==> src/rtl/aes_pkg.sv <==
// ----------------------------------------------------------------------------
// aes_pkg : shared AES-128 types and constants for the key-schedule blocks
// Rev 1.0
// ----------------------------------------------------------------------------
`default_nettype none

package aes_pkg;

    localparam int AES_NR = 10;
    localparam int AES_KW = 128;

    typedef logic [AES_KW-1:0] aes_128;
    typedef logic [3:0]        rnd_idx_t;

    typedef enum logic [1:0] {
        IDLE   = 2'd0,
        FILL   = 2'd1,
        READY  = 2'd2,
        STREAM = 2'd3
    } kbuf_state_t;

    // One streaming step; callers stop at the terminal index so this never wraps.
    function automatic rnd_idx_t step_idx(input rnd_idx_t idx, input logic dec);
        return dec ? rnd_idx_t'(idx - 4'd1) : rnd_idx_t'(idx + 4'd1);
    endfunction

endpackage

`default_nettype wire

==> src/rtl/aes_round_key_buf_if.sv <==
// ----------------------------------------------------------------------------
// aes_round_key_buf_if : expansion-side, control and key-stream signals
// Rev 1.0
// ----------------------------------------------------------------------------
`default_nettype none

interface aes_round_key_buf_if
    import aes_pkg::*;
#(
    parameter int KW = AES_KW
);

    logic           start_i;
    logic [KW-1:0]  key_i;
    logic           rk_valid_i;
    logic [KW-1:0]  rk_i;
    logic           pass_i;
    logic           dec_i;
    logic           out_valid_o;
    logic           out_ready_i;
    logic [KW-1:0]  out_key_o;
    rnd_idx_t       out_rnd_o;
    logic           full_o;
    logic           busy_o;
    logic           ovf_o;

    modport master (
        output start_i, key_i, rk_valid_i, rk_i, pass_i, dec_i, out_ready_i,
        input  out_valid_o, out_key_o, out_rnd_o, full_o, busy_o, ovf_o
    );

    modport slave (
        input  start_i, key_i, rk_valid_i, rk_i, pass_i, dec_i, out_ready_i,
        output out_valid_o, out_key_o, out_rnd_o, full_o, busy_o, ovf_o
    );

endinterface

`default_nettype wire

==> src/rtl/aes_rk_regfile.sv <==
// ----------------------------------------------------------------------------
// aes_rk_regfile : DEPTH x KW round-key store, one write / one async read port
// Rev 1.0
// ----------------------------------------------------------------------------
`default_nettype none

module aes_rk_regfile
    import aes_pkg::*;
#(
    parameter int DEPTH = AES_NR + 1,
    parameter int KW    = AES_KW
) (
    input  logic          clk,
    input  logic          i_wr_en,
    input  rnd_idx_t      i_wr_addr,
    input  logic [KW-1:0] i_wr_data,
    input  rnd_idx_t      i_rd_addr,
    output logic [KW-1:0] o_rd_data
);

    // Contents are deliberately not reset; the fill sequence defines them.
    logic [KW-1:0] r_mem [DEPTH];

    always_ff @(posedge clk) begin
        if (i_wr_en && (int'(i_wr_addr) < DEPTH)) begin
            r_mem[i_wr_addr] <= i_wr_data;
        end
    end

    always_comb begin
        o_rd_data = '0;
        if (int'(i_rd_addr) < DEPTH) begin
            o_rd_data = r_mem[i_rd_addr];
        end
    end

endmodule

`default_nettype wire

==> src/rtl/aes_round_key_buf.sv <==
// ----------------------------------------------------------------------------
// aes_round_key_buf : captures an AES-128 key schedule, streams it fwd/reverse
// Rev 1.0
// ----------------------------------------------------------------------------
`default_nettype none

module aes_round_key_buf
    import aes_pkg::*;
#(
    parameter int NR = AES_NR,
    parameter int KW = AES_KW
) (
    input  logic                clk,
    input  logic                nrst,
    aes_round_key_buf_if.slave  bus
);

    localparam rnd_idx_t c_LAST = rnd_idx_t'(NR);

    kbuf_state_t   r_state;
    kbuf_state_t   w_state_nxt;
    rnd_idx_t      r_fill_cnt;
    rnd_idx_t      w_fill_cnt_nxt;
    rnd_idx_t      r_idx;
    rnd_idx_t      w_idx_nxt;
    logic          r_dec;
    logic          w_dec_nxt;
    logic          r_full;
    logic          w_full_nxt;
    logic          r_ovf;
    logic          w_ovf_nxt;
    logic          r_out_valid;
    logic          r_busy;
    logic [KW-1:0] r_out_key;
    rnd_idx_t      r_out_rnd;

    logic          w_wr_en;
    rnd_idx_t      w_wr_addr;
    logic [KW-1:0] w_wr_data;
    logic [KW-1:0] w_rd_data;
    logic          w_last;

    // The read port looks ahead at the next index so the output key register
    // loads in the same edge the index moves.
    aes_rk_regfile #(
        .DEPTH (NR + 1),
        .KW    (KW)
    ) u_regfile (
        .clk       (clk),
        .i_wr_en   (w_wr_en),
        .i_wr_addr (w_wr_addr),
        .i_wr_data (w_wr_data),
        .i_rd_addr (w_idx_nxt),
        .o_rd_data (w_rd_data)
    );

    assign w_last = r_dec ? (r_idx == '0) : (r_idx == c_LAST);

    always_comb begin
        w_state_nxt    = r_state;
        w_fill_cnt_nxt = r_fill_cnt;
        w_idx_nxt      = r_idx;
        w_dec_nxt      = r_dec;
        w_full_nxt     = r_full;
        w_ovf_nxt      = r_ovf;
        w_wr_en        = 1'b0;
        w_wr_addr      = r_fill_cnt;
        w_wr_data      = bus.rk_i;

        if (bus.start_i) begin
            // A new schedule overrides everything, including a coincident rk.
            w_wr_en        = 1'b1;
            w_wr_addr      = '0;
            w_wr_data      = bus.key_i;
            w_fill_cnt_nxt = rnd_idx_t'(1);
            w_full_nxt     = 1'b0;
            w_ovf_nxt      = 1'b0;
            w_state_nxt    = FILL;
        end else begin
            if (bus.rk_valid_i && (r_state != FILL)) begin
                w_ovf_nxt = 1'b1;
            end

            case (r_state)
                FILL: begin
                    if (bus.rk_valid_i) begin
                        w_wr_en        = 1'b1;
                        w_fill_cnt_nxt = step_idx(r_fill_cnt, 1'b0);
                        if (r_fill_cnt == c_LAST) begin
                            w_full_nxt  = 1'b1;
                            w_state_nxt = READY;
                        end
                    end
                end
                READY: begin
                    if (bus.pass_i) begin
                        w_dec_nxt   = bus.dec_i;
                        w_idx_nxt   = bus.dec_i ? c_LAST : '0;
                        w_state_nxt = STREAM;
                    end
                end
                STREAM: begin
                    if (bus.out_ready_i) begin
                        if (w_last) begin
                            w_state_nxt = READY;
                        end else begin
                            w_idx_nxt = step_idx(r_idx, r_dec);
                        end
                    end
                end
                default: begin
                    w_state_nxt = r_state;
                end
            endcase
        end
    end

    always_ff @(posedge clk or negedge nrst) begin
        if (!nrst) begin
            r_state     <= IDLE;
            r_fill_cnt  <= '0;
            r_idx       <= '0;
            r_dec       <= 1'b0;
            r_full      <= 1'b0;
            r_ovf       <= 1'b0;
            r_out_valid <= 1'b0;
            r_busy      <= 1'b0;
            r_out_key   <= '0;
            r_out_rnd   <= '0;
        end else begin
            r_state     <= w_state_nxt;
            r_fill_cnt  <= w_fill_cnt_nxt;
            r_idx       <= w_idx_nxt;
            r_dec       <= w_dec_nxt;
            r_full      <= w_full_nxt;
            r_ovf       <= w_ovf_nxt;
            r_out_valid <= (w_state_nxt == STREAM);
            r_busy      <= (w_state_nxt == FILL) || (w_state_nxt == STREAM);
            if (w_state_nxt == STREAM) begin
                r_out_key <= w_rd_data;
                r_out_rnd <= w_idx_nxt;
            end
        end
    end

    assign bus.out_valid_o = r_out_valid;
    assign bus.out_key_o   = r_out_key;
    assign bus.out_rnd_o   = r_out_rnd;
    assign bus.full_o      = r_full;
    assign bus.busy_o      = r_busy;
    assign bus.ovf_o       = r_ovf;

endmodule

`default_nettype wire

==> src/flat_wrapper.sv <==
// flat-port wrapper written by rule: the top's interface ports become plain ports
module aes_round_key_buf_flat import aes_pkg::*;
#(
    parameter int NR = AES_NR,
    parameter int KW = AES_KW
)
  (clk, nrst, bus_start_i, bus_key_i, bus_rk_valid_i, bus_rk_i, bus_pass_i, bus_dec_i, bus_out_ready_i, bus_out_valid_o, bus_out_key_o, bus_out_rnd_o, bus_full_o, bus_busy_o, bus_ovf_o);
  aes_round_key_buf_if #(.KW(KW)) bus_i ();
  input  logic clk;
  input  logic nrst;
  input wire logic [$bits(bus_i.start_i)-1:0] bus_start_i;
  input wire logic [$bits(bus_i.key_i)-1:0] bus_key_i;
  input wire logic [$bits(bus_i.rk_valid_i)-1:0] bus_rk_valid_i;
  input wire logic [$bits(bus_i.rk_i)-1:0] bus_rk_i;
  input wire logic [$bits(bus_i.pass_i)-1:0] bus_pass_i;
  input wire logic [$bits(bus_i.dec_i)-1:0] bus_dec_i;
  input wire logic [$bits(bus_i.out_ready_i)-1:0] bus_out_ready_i;
  output wire logic [$bits(bus_i.out_valid_o)-1:0] bus_out_valid_o;
  output wire logic [$bits(bus_i.out_key_o)-1:0] bus_out_key_o;
  output wire logic [$bits(bus_i.out_rnd_o)-1:0] bus_out_rnd_o;
  output wire logic [$bits(bus_i.full_o)-1:0] bus_full_o;
  output wire logic [$bits(bus_i.busy_o)-1:0] bus_busy_o;
  output wire logic [$bits(bus_i.ovf_o)-1:0] bus_ovf_o;
  assign bus_i.start_i = bus_start_i;
  assign bus_i.key_i = bus_key_i;
  assign bus_i.rk_valid_i = bus_rk_valid_i;
  assign bus_i.rk_i = bus_rk_i;
  assign bus_i.pass_i = bus_pass_i;
  assign bus_i.dec_i = bus_dec_i;
  assign bus_i.out_ready_i = bus_out_ready_i;
  assign bus_out_valid_o = bus_i.out_valid_o;
  assign bus_out_key_o = bus_i.out_key_o;
  assign bus_out_rnd_o = bus_i.out_rnd_o;
  assign bus_full_o = bus_i.full_o;
  assign bus_busy_o = bus_i.busy_o;
  assign bus_ovf_o = bus_i.ovf_o;
  aes_round_key_buf #(.NR(NR), .KW(KW)) u_core (.clk(clk), .nrst(nrst), .bus(bus_i));
endmodule
==> config.mk <==
export PLATFORM = sky130hd
export DESIGN_NAME = aes_round_key_buf_flat
export DESIGN_NICKNAME = d
export VERILOG_FILES = /design/src/rtl/aes_pkg.sv /design/src/rtl/aes_round_key_buf_if.sv /design/src/rtl/aes_rk_regfile.sv /design/src/rtl/aes_round_key_buf.sv /design/src/flat_wrapper.sv
export SDC_FILE = /design/constraint.sdc
export NUM_CORES = 2
export LEC_CHECK = 0
export BUFFER_PORTS_ARGS = -buffer_cell sky130_fd_sc_hd__buf_2
export CORE_MARGIN = 2
export CORE_UTILIZATION = 36
export CTS_CLUSTER_DIAMETER = 200
export DETAILED_ROUTE_END_ITERATION = 16
export PLACE_DENSITY = 0.51
export SLEW_MARGIN = 20
export SYNTH_ARGS = -nofsm -noshare
export SYNTH_HDL_FRONTEND = slang
export SYNTH_SLANG_ARGS = --single-unit
==> constraint.sdc <==
create_clock -name clk -period 20.8 [get_ports clk]
set_clock_uncertainty 0.2 [all_clocks]
set_input_delay 4.16 -clock clk [delete_from_list [all_inputs] [get_ports clk]]
set_output_delay 4.16 -clock clk [all_outputs]
set_load 0.01 [all_outputs]
# After elaboration in Yosys (flattened, before gate mapping)
# Memories as Yosys holds them, arrays and structs flattened.
# Index checks and enable logic that the tools add are counted.
dict set report classes {
  n_addsub 3
  n_mul 0
  n_div 0
  n_lt_le_gt_ge 2
  eq_ne 8
  shifts 0
  n_mux 32
  n_bitwise 1
  reduce_logical 11
}
# operator count
set op_table {}
lappend op_table {{$mux W128} 2}
lappend op_table {{$mux W4} 10}
lappend op_table {{$mux W1} 12}
lappend op_table {{$mux W2} 6}
lappend op_table {{$add A4 B1 Y4 const B} 2}
lappend op_table {{$eq A4 B4 Y1 const B} 2}
lappend op_table {{$lt A4 B4 Y1 const B} 2}
lappend op_table {{$pmux W4 S2} 1}
lappend op_table {{$reduce_bool A2 Y1} 4}
lappend op_table {{$eq A2 B2 Y1 const B} 3}
lappend op_table {{$pmux W2 S3} 1}
lappend op_table {{$reduce_and A3 Y1} 2}
lappend op_table {{$eq A2 B1 Y1 const B} 2}
lappend op_table {{$logic_not A4 Y1} 1}
lappend op_table {{$sub A4 B1 Y4 const B} 1}
lappend op_table {{$logic_and A1 B1 Y1} 2}
lappend op_table {{$ne A2 B1 Y1 const B} 1}
lappend op_table {{$reduce_and A2 Y1} 1}
lappend op_table {{$logic_or A1 B1 Y1} 1}
lappend op_table {{$not A1 Y1} 1}
dict set report totals {
  register_bits 147
  latch_bits 0
  mem_bits_rw 1408
  romBits 0
  out_inout_bits 136
  wordCells 68
  mem_count 1
}
# memory depth word_bits rd rd_ports_with_merged_regs wr line_no
set memory_table {}
lappend memory_table {u_core.u_regfile.r_mem 11 128 1 0 1 aes_rk_regfile.sv:22} ;# logic [KW-1:0] r_mem [DEPTH];

# Depth between registers and ports, before layout
dict set report depth {
  word_depth 8
  ltp_mapped 12
  mapped_depth_nobuf 9
}

# Modules after synthesis
# Synthesis repeated with hierarchy kept, for this count alone.
dict set report unflattened {
  cells_unflattened 3495
  hier_area_um2 61895.6
}
# mod n_inst cells_each area_per_inst_um2 seq_area_each_um2
set modules_own_cells {}
lappend modules_own_cells {aes_rk_regfile 1 2706 54518.5 42280.6}
lappend modules_own_cells {aes_round_key_buf 1 789 7377.1 3653.5}

# Worst setup path after synthesis
# Ideal clock, no wire load.
dict set report synth_path {
  path_kind {input to register}
  start {input port bus_start_i}
  end {memory u_core.u_regfile.r_mem[2][0] (netlist bit) (enable)}
  setup_time_ps 928
  arrival_ps 16736
  required_ps 19672
  setup_slack_ps 2936
  cell_stages 3
  path_buffers 2
  path_cell_list {buf_1 clkbuf_1 nor4_1}
}
dict set report synth_via {
  elab_chain_len 5
  word_cells_on_any_way 6
}
# item line_no
set synth_lines {}
lappend synth_lines {{from (decl)} flat_wrapper.sv:11} ;# input wire logic [$bits(bus_i.start_i)-1:0] bus_start_i;
lappend synth_lines {{$mux W4} aes_round_key_buf.sv:70} ;# if (bus.start_i) begin
lappend synth_lines {{$lt A4 B4 Y1} aes_rk_regfile.sv:25} ;# if (i_wr_en && (int'(i_wr_addr) < DEPTH)) begin
lappend synth_lines {{$logic_and A1 B1 Y1} aes_rk_regfile.sv:25}
lappend synth_lines {{$mux W1} aes_rk_regfile.sv:25}
lappend synth_lines {{$mux W1 (not written as such)} aes_rk_regfile.sv:26} ;# r_mem[i_wr_addr] <= i_wr_data;
lappend synth_lines {{to (decl)} aes_rk_regfile.sv:22}
# Parallel ways exist; a longest one is shown, timed or not.

# Final worst setup path
dict set report layout_path {
  start {input port bus_start_i}
  end {register u_core.r_out_key[97] (netlist: u_core.bus.out_key_o[97])}
}
dict set report layout_via {
  elab_chain_len 3
  word_cells_on_any_way 6
}
# item line_no
set layout_lines {}
lappend layout_lines {{$mux W4} aes_round_key_buf.sv:70}
lappend layout_lines {{$mem_v2 Z11 W128 / $lt A4 B4 Y1 (equally long branches)} --}
lappend layout_lines {{$mux W128} aes_rk_regfile.sv:32} ;# if (int'(i_rd_addr) < DEPTH) begin
lappend layout_lines {{to (signal assigned)} aes_round_key_buf.sv:140} ;# r_out_key <= w_rd_data;
lappend layout_lines {{to (decl)} aes_round_key_buf.sv:34} ;# logic [KW-1:0] r_out_key;
# Parallel ways exist; a longest one is shown, timed or not.
# A chain may end at the register's enable or synchronous reset.

==> metrics <==
worst-path fanout max between 80 and 90; H-tree depth 4; Seq/Total Area, Yosys between 70 and 80%; synthesized area 62800 um^2; DRT iter0 DRCs slightly below 3000; switching power 3.19 mW; sequential power share 41.1%; postcts setup bufs 0; syn nets 4929; Core Region about 170000 um^2; clock root buffer clkbuf_16; Slew headroom 24.7%; Syn Area/Cell 13.5 um^2; CTS tree yes; FMAX 111 MHz; crit share post-route 43.2%; Rows 153; RR Startpoint u_core.r_dec; Commonest cells post-synth 1415 x nand2_1, 1408 x edfxtp_1, 512 x nand3_1, 261 x a21oi_1, 150 x clkbuf_1; TritonCTS Buffers 171; ANT nets after route 0; Peak VDD IR 126 uV; Synth Warn # 0; most instantiated library cell after synthesis nand2_1; Max Slew Vio Count 0; pin count of the biggest net entering global routing 185; Max Cap Viol 0; Starting Density 36.2%; P_leak 25.9 nW; GRT Total Usage 19.4%; Pint between 6 and 7 mW; Worst EP required roughly 21 ns; CP endpoint kind register; reg2reg end u_core.bus.out_key_o[97]; die width 422 um; Final setup viols 0; Critical Path AT 9.45 ns; Total Routed Length 176000 um; WS Path Type in2reg; routed via count 38400; Seq cells post-synth 1554; grt ovf 0; number of nets in the layout 5264; RSZ-0062 raised after global routing false; top post-synthesis cells by area edfxtp_1 67%, nand2_1 8.5%, dfrtp_1 5.8%; Worst Hold Launch u_core.bus.out_key_o[19]; Worst Hold Depth 2; port bufs 398; Hold Slack 0.271 ns; Synth top area share about two thirds; Post-synth EDFFs 1408; clock latency on the worst-skew pair 0.81 ns; Die H 422 um; Sink Count between 1500 and 2000; Net Sw Frac between 30% and 40%; leading area contributor after synthesis edfxtp_1; fraction of layout cells with a size suffix above 1 19.3%; min cycle time layout 8.98 ns; drt first pass iters 6; WL per Instance 23.5 um; fraction of registers with async set/reset a little under a tenth; Comb power frac ~27%; initial antenna violation count 1; Hold WC Path Type reg2reg; pwr dens 128 nW/um^2; outcome completed; DPL Wire Length 86400 um; startpoint types input pin; first-pass GRT wire length 259000 um; CTS Hold Bufs 0; hold endpoint u_core.bus.out_key_o[19]; clock tree buffer depth 3; DR vias/cell slightly above 5; post-synthesis cell count between 4000 and 5000; die area 178000 um^2; Final Hold Viols 0; DR DRC count 0; Final TNS setup 0 ns; Critical path origin bus_start_i; worst r2r path cells 11; CTS clock-pin slew for the worst setup and hold paths 0.06 ns; I/O pin cnt 399; post_cts resized 0; Final GP Congestion 0.728; Slew @ Worst Pin about 1.1 ns; Clock power frac 31.6%; Syn-to-layout area delta 15.0%; post-synthesis cell type count 56; vias in the first global route 38500; flop-to-flop setup slack 14.94 ns; Post-synth top flop edfxtp_1; Util after Layout 41.6%
worst max-delay path by stage:
stage | to | slack, ns | cells after the start
3_3_place_gp | u_core.bus.out_key_o[99] | 11.06 | 12
3_5_place_dp | u_core.bus.out_key_o[97] | 10.99 | 12
6_report | u_core.bus.out_key_o[97] | 11.82 | 12
5_1_grt | u_core.bus.out_key_o[97] | 11.53 | 12
2_1_floorplan | u_core.u_regfile.r_mem[2][0] | 2.94 | 3
4_1_cts | u_core.bus.out_key_o[97] | 11.83 | 12
layer usage:
metal  global-route usage, %  up-vias  wire (um)
li1                        -    17700          -
met1                    24.8    19500      74800
met2                    34.6      957      89800
met3                    2.67      208       7290
met4                    4.98        0       3810
met5                       0        -          0
cell type report:
class	count	area (um^2)
diodes	1	2.50
clock buffers	229	4650
clock inverters	88	732
fillers	16000	101000
inverters	8	62.6
multi-input cells	2785	15300
flip-flops and latches	1554	45900
well taps	2325	2910
repair buffers	476	2620
logic make-up (layout without fill, tap and decap cells):
kind of cell,Yosys count,in the layout,share of synthesized area (%)
and+or+nand+nor,1973,1973,13.0
DFF,1554,1554,73.2
AOI/OAI and AO/OA,666,666,8.61
buffers and inverters,322,801,2.63
muxes,137,137,2.44
adders and majority gates,5,5,0.112
xor gates and xnor gates,4,4,0.0558
other,0,1,0
per-stage QoR:
step / power, mW / cell area (um^2) / std cells / worst slack [ns]
floorplan: 5.59 / 62800 / 4661 / 2.94
global placement: 6.40 / 66800 / 7148 / 11.06
detailed placement: 6.41 / 66800 / 7148 / 10.99
CTS: 9.34 / 72200 / 7465 / 11.83
global route: 9.70 / 72200 / 7465 / 11.53
finish: 9.21 / 72200 / 7466 / 11.82
critical path, cell delays in order:
cell and delay (ns):
buf_6 0.20, nor2b_1 0.36, a21bo_2 0.20, o21a_4 0.59, buf_4 0.82, buf_4 0.90
buf_4 0.70, buf_4 0.70, nand2_1 0.13, nand3_1 0.11, a21oi_1 0.09, o41ai_2 0.35
layout by cell type (no fill, tap or decap), types with 3 or more instances in the layout:
master         n
a211oi_1     127
a21boi_0     127
a21oi_1      261
buf_2        396
buf_4         76
bufinv_16      7
clkbuf_1      46
clkbuf_16    174
clkbuf_8      10
clkinv_1      31
clkinv_2      30
clkinv_8       4
clkinvlp_4     4
dfrtp_1      146
edfxtp_1    1408
ha_1           4
inv_1          5
inv_16         5
inv_6          7
mux2_2       130
mux2i_1        7
nand2_1     1414
nand2b_1       3
nand3_1      512
nor2_1        12
nor2_4         5
nor2b_1        3
o21ai_0        7
o41ai_1        7
o41ai_2      120
or3_1          4
power by group through the flow:
| stage | Sequential (mW) | Clock (mW) | Combinational, mW |
|---|---|---|---|
| after global placement | 3.85 | 0 | 2.54 |
| after CTS | 3.79 | 2.98 | 2.56 |
| after floorplan | 3.84 | 0 | 1.74 |
| final | 3.78 | 2.91 | 2.52 |
| after global routing | 3.80 | 3.10 | 2.79 |
| after detailed placement | 3.85 | 0 | 2.56 |
state kept, by name, summed over array words and instances (netlist names):
name and count:
u_core.u_regfile.r_mem 1408, u_core.bus.out_key_o 128, u_core.bus.out_rnd_o 4, u_core.r_fill_cnt 4
u_core.r_idx 4, u_core.r_state 2, u_core.bus.full_o 1, u_core.bus.out_valid_o 1
u_core.bus.ovf_o 1, u_core.r_dec 1
Power figures use the tool's default switching activity.
